### src/rtl/hazard_ctrl.sv
// Hazard controller for the 5-stage RV32I pipeline: load-use stalls, branch
// flush, memory-wait freeze and registered EX forwarding selects.
module hazard_ctrl #(
    parameter int LOAD_USE_CYCLES = 1,
    parameter int PERF_W          = 16
) (
    input  logic              clk,
    input  logic              rst,
    input  logic              id_valid,
    input  logic [4:0]        id_addr1,
    input  logic [4:0]        id_addr2,
    input  logic [4:0]        id_rd,
    input  logic              id_is_load,
    input  logic              ex_branch_taken,
    input  logic              mem_ready,
    output logic              stall_if_id,
    output logic              bubble_ex,
    output logic              flush_if_id,
    output logic              stall_all,
    output logic [1:0]        fwd_a,
    output logic [1:0]        fwd_b,
    output logic [PERF_W-1:0] perf_stall_cnt
);

    typedef enum logic [0:0] {
        RUN,
        STALL_LU
    } state_t;

    localparam logic [2:0] STALL_RELOAD = 3'(LOAD_USE_CYCLES - 1);

    state_t            r_state;
    logic [2:0]        r_cnt;
    logic [4:0]        r_exRd;
    logic              r_exLoad;
    logic [4:0]        r_memRd;
    logic [1:0]        r_fwdA;
    logic [1:0]        r_fwdB;
    logic [PERF_W-1:0] r_perfCnt;

    logic w_loadUse;
    logic w_stallIfId;
    logic w_bubbleEx;
    logic w_flushIfId;
    logic w_stallAll;

    // The EX-stage match wins because it holds the younger result.
    function automatic logic [1:0] fwdSel(input logic [4:0] addr,
                                          input logic [4:0] exRd,
                                          input logic [4:0] memRd);
        logic [1:0] sel;
        sel = 2'b00;
        if (addr != 5'd0 && addr == exRd)
            sel = 2'b01;
        else if (addr != 5'd0 && addr == memRd)
            sel = 2'b10;
        return sel;
    endfunction

    always_comb begin
        w_loadUse   = id_valid & r_exLoad & (r_exRd != 5'd0) &
                      ((r_exRd == id_addr1) | (r_exRd == id_addr2));
        w_stallIfId = 1'b0;
        w_bubbleEx  = 1'b0;
        w_flushIfId = 1'b0;
        w_stallAll  = 1'b0;
        if (!rst) begin
            w_stallAll = ~mem_ready;
            if (mem_ready) begin
                case (r_state)
                    RUN: begin
                        if (ex_branch_taken) begin
                            w_flushIfId = 1'b1;
                            w_bubbleEx  = 1'b1;
                        end else if (w_loadUse) begin
                            w_stallIfId = 1'b1;
                            w_bubbleEx  = 1'b1;
                        end
                    end
                    // EX only holds a bubble here, so a taken branch cannot occur.
                    STALL_LU: begin
                        w_stallIfId = 1'b1;
                        w_bubbleEx  = 1'b1;
                    end
                    default: ;
                endcase
            end
        end
    end

    always_ff @(posedge clk) begin
        if (rst) begin
            r_state   <= RUN;
            r_cnt     <= 3'd0;
            r_exRd    <= 5'd0;
            r_exLoad  <= 1'b0;
            r_memRd   <= 5'd0;
            r_fwdA    <= 2'b00;
            r_fwdB    <= 2'b00;
            r_perfCnt <= '0;
        end else begin
            if ((w_stallIfId | w_stallAll) && r_perfCnt != {PERF_W{1'b1}})
                r_perfCnt <= r_perfCnt + 1'b1;

            if (mem_ready) begin
                case (r_state)
                    RUN: begin
                        if (!ex_branch_taken && w_loadUse && LOAD_USE_CYCLES > 1) begin
                            r_state <= STALL_LU;
                            r_cnt   <= STALL_RELOAD;
                        end
                    end
                    STALL_LU: begin
                        r_cnt <= r_cnt - 3'd1;
                        if (r_cnt == 3'd1)
                            r_state <= RUN;
                    end
                    default: r_state <= RUN;
                endcase

                r_memRd <= r_exRd;
                if (w_bubbleEx || !id_valid) begin
                    r_exRd   <= 5'd0;
                    r_exLoad <= 1'b0;
                end else begin
                    r_exRd   <= id_rd;
                    r_exLoad <= id_is_load;
                end

                if (w_bubbleEx) begin
                    r_fwdA <= 2'b00;
                    r_fwdB <= 2'b00;
                end else begin
                    r_fwdA <= fwdSel(id_addr1, r_exRd, r_memRd);
                    r_fwdB <= fwdSel(id_addr2, r_exRd, r_memRd);
                end
            end
        end
    end

    assign stall_if_id    = w_stallIfId;
    assign bubble_ex      = w_bubbleEx;
    assign flush_if_id    = w_flushIfId;
    assign stall_all      = w_stallAll;
    assign fwd_a          = r_fwdA;
    assign fwd_b          = r_fwdB;
    assign perf_stall_cnt = r_perfCnt;

endmodule

### config.mk
export PLATFORM = sky130hd
export DESIGN_NAME = hazard_ctrl
export DESIGN_NICKNAME = d
export VERILOG_FILES = /design/src/rtl/hazard_ctrl.sv
export SDC_FILE = /design/constraint.sdc
export NUM_CORES = 1
export LEC_CHECK = 0
export ABC_CLOCK_PERIOD_IN_PS = 2500
export CORE_UTILIZATION = 49
export DETAILED_ROUTE_END_ITERATION = 7
export PLACE_DENSITY_LB_ADDON = 0.3
export SLEW_MARGIN = 15
export SYNTH_ARGS = -nofsm -noshare
export SYNTH_HDL_FRONTEND = slang
export SYNTH_SLANG_ARGS = --single-unit
### constraint.sdc
create_clock -name clk -period 2.5 [get_ports clk]
set_input_delay 0.25 -clock clk [delete_from_list [all_inputs] [get_ports clk]]
set_output_delay 0.25 -clock clk [all_outputs]
set_load 0.01 [all_outputs]
==> flow_summary.toml <==
[timing]
setup_total_negative_slack_ps = 0
finalSetupViolCount = 0
final_min_period_over_clock_period = 0.898
hold_ws_ps = 442
report.final.hold_viol_count = 0
timing.max_slew.rel_slack = 0.724
grt_setup_unrepaired = "false"
finalClockSkew_ps = 5.32
final-max-slew-violation-count = 0
worst_pin_slew_ps = 413
layout_min_cycle_time_ps = 2240
max_clock_freq_ghz = 0.446

[critical_path]
worstRegToRegCells = 7
crit_path_cell_count = 8
critical-path-max-stage-delay_ps = 510
worstSetupStartpointType = "input pin"
critical_path_class = "input pin to primary output"
critical_path.endpoint_type = "primary output"
timing.critical_path.fanout_max = 2
crit_arrival_ps = 1990
worst_path_dominant_cell_family = "buffers and inverters"
worstPathRequired_ps = 2250
cp_cell_sequence = "clkdlybuf4s50_1 -> xnor2_1 -> nand3_1 -> nor3_2 -> or2_1 -> nand3_1 -> a21oi_1 -> dlygate4sd2_1"
critPathMostFrequentCell = "sky130_fd_sc_hd__nand3_1"
timing.critical_path.buf_inv = 2
cpMaxStageDelayCell = "sky130_fd_sc_hd__clkdlybuf4s50_1"

[floorplanning]
std_cell_rows = 21
x_dimension_of_the_die_um = 62.9
core_region_area_um2 = 3440
die_y_um = 62.9
io_pins = 45
starting_density = 0.529
fp.dieArea_um2 = 3960

[placement]
gp_routability_congestion = 0.927
detailed_place_hpwl_um = 3600
dpl-instance-area_um2 = 2420
io_buffer_count = 44

[worst_hold_path]
min_delay_path_depth = 2
min-delay-path-class = "flip-flop to flip-flop"

[synth]
yosysWarnings = 0
synth_cell_types = 45
post_synth_main_area_contributors = "sky130_fd_sc_hd__dfxtp_1, sky130_fd_sc_hd__xnor2_1, sky130_fd_sc_hd__a21oi_1"
avgSynthCellArea_um2 = 8.75
netlist.top_cell.by_area = "sky130_fd_sc_hd__dfxtp_1"
synth_fp_nets = 232
synth_enable_flop_cells = 0
synth_most_common_cell = "sky130_fd_sc_hd__dfxtp_1"
synth-main-ff-cell = "sky130_fd_sc_hd__dfxtp_1"
post-synth-top-area-fraction = 0.385
netlist_area_um2 = 1820
proportion_of_synthesized_flip_flops_having_asynchronous_set_or_reset = 0
synth_seq_area_share = 0.385
synth_commonest_cells = "sky130_fd_sc_hd__dfxtp_1, sky130_fd_sc_hd__nor2_1, sky130_fd_sc_hd__xnor2_1"
number_of_storage_elements_in_the_synthesis_netlist = 35
netlist_instances = 208

[cts]
cts.htree.levels = 2
number_of_buffers_added_by_the_clock_tree_synthesis_step = 5
cts.hold.buffers_added = 0
cts_tree = "done"
post_cts_buffers = 0
clock-sinks = 35
clock_latency_ps = 280
cts_root_buf = "sky130_fd_sc_hd__clkbuf_8"
max-clock-path-buffers = 2
cts.clk_slew.worst_paths_ps = 70

[pwr]
p_leak_uw = 0.000917
powerDensity_nw_per_um2 = 437
vdd.ir_drop.worst_mv = 0.362

[cells_and_area]
post-route-cell-area_um2 = 2510
layout-area-overhead-vs-synth_pct = 38.2
layout.core_utilization = 0.731
diodes = 0
layout-drive-gt1-share = 0.125
num-nets-final = 294

[global_routing]
global_route.usage.total = 0.259
grt_pass1_vias = 1704
grt_first_pass_wirelength_um = 7920
antenna_found_initial = 0
grt-ovfl-total = 0
pin_count_of_the_biggest_net_entering_global_routing = 16

[route]
avgViaCountPerCell = 5.70
detail_route.iter0.violations = 129
detail_route.drc_violations = 0
dr_vias = 1806
route.final.wire_length_um = 4780
antenna_left = 0
routed_wire_length_per_instance_um = 15.1
dr.pass1.iters = 4

[run_status]
outcome = "finished, final reports clean"

[job]
drv_cap = 0
## final timing paths
kind | startpoint | to | slack (ps)
worst min register to register | fwd_a[1] | fwd_a[1] | 440
worst min-delay path | fwd_a[1] | fwd_a[1] | 440
worst max-delay path | id_addr2[1] | stall_if_id | 260
worst max register to register | r_exRd[0] | perf_stall_cnt[6] | 370
## state kept, by name (all words and copies together) (netlist names)
register	count
fwd_a	2
fwd_b	2
r_exRd	5
r_memRd	5
r_cnt	3
r_state	1
perf_stall_cnt	16
r_exLoad	1
## through the flow
stage	cells	power [uW]	setup slack, ps
2_1_floorplan	208	641	551
3_3_place_gp	309	717	64.5
3_5_place_dp	309	720	22.9
4_1_cts	317	1110	42.2
5_1_grt	317	1150	127
6_report	317	1100	256
## timing repair
action                                  CTS  global route
pin swaps                                 0             0
gates cloned                              0             0
resized for setup                         2             4
endpoints found under the setup margin    1             1
## power by group
part / switching [uW] / internal [uW]
Clock: 193 / 195
Combinational: 62.8 / 75.0
Sequential: 8.73 / 564
## area by class of cell
class	count	area (um2)
flip-flops and latches	35	704
fillers	263	927
clock buffers	7	76.3
repair buffers	61	569
clock inverters	1	5.00
multi-input cells	156	1060
inverters	11	41.3
well taps	46	57.6
## cell families after synthesis
family / Yosys count / share of synthesized area
DFF: 35 / 0.385
and+or+nand+nor: 71 / 0.205
adders and majority gates: 3 / 0.0206
xor gates and xnor gates: 27 / 0.130
muxes: 6 / 0.0330
AOI/OAI and AO/OA: 49 / 0.191
buffers and inverters: 17 / 0.0358
## layer usage
metal	GRT usage	vias to the layer above	share of wire
met2	0.401	88	0.48
met4	0.108	0	0.014
li1	-	877	-
met5	0	-	0
met3	0.0675	7	0.090
met1	0.338	834	0.42
## cells in the final DEF (no fill, tap or decap), drive strengths merged, types with 2 or more instances in the layout
cell            n
xnor2          18
nand3          11
nand4           6
and3            2
clkbuf          7
clkdlybuf4s50  42
dfxtp          35
o21a            2
inv            11
nand2b          3
a21oi          16
a311oi          2
a32o            2
xor2            9
or4             3
or3             5
mux2i           6
a22o            6
a211oi          4
o21ai           8
nand2          10
ha              3
buf            17
nor3            6
nor2           20
## worst min-delay path, cell delays in order (launching register included)
cell                      delay, ps
sky130_fd_sc_hd__dfxtp_1        310
sky130_fd_sc_hd__nand2_1         50
sky130_fd_sc_hd__o21ai_1         50
(Power assumes the default switching activity.)
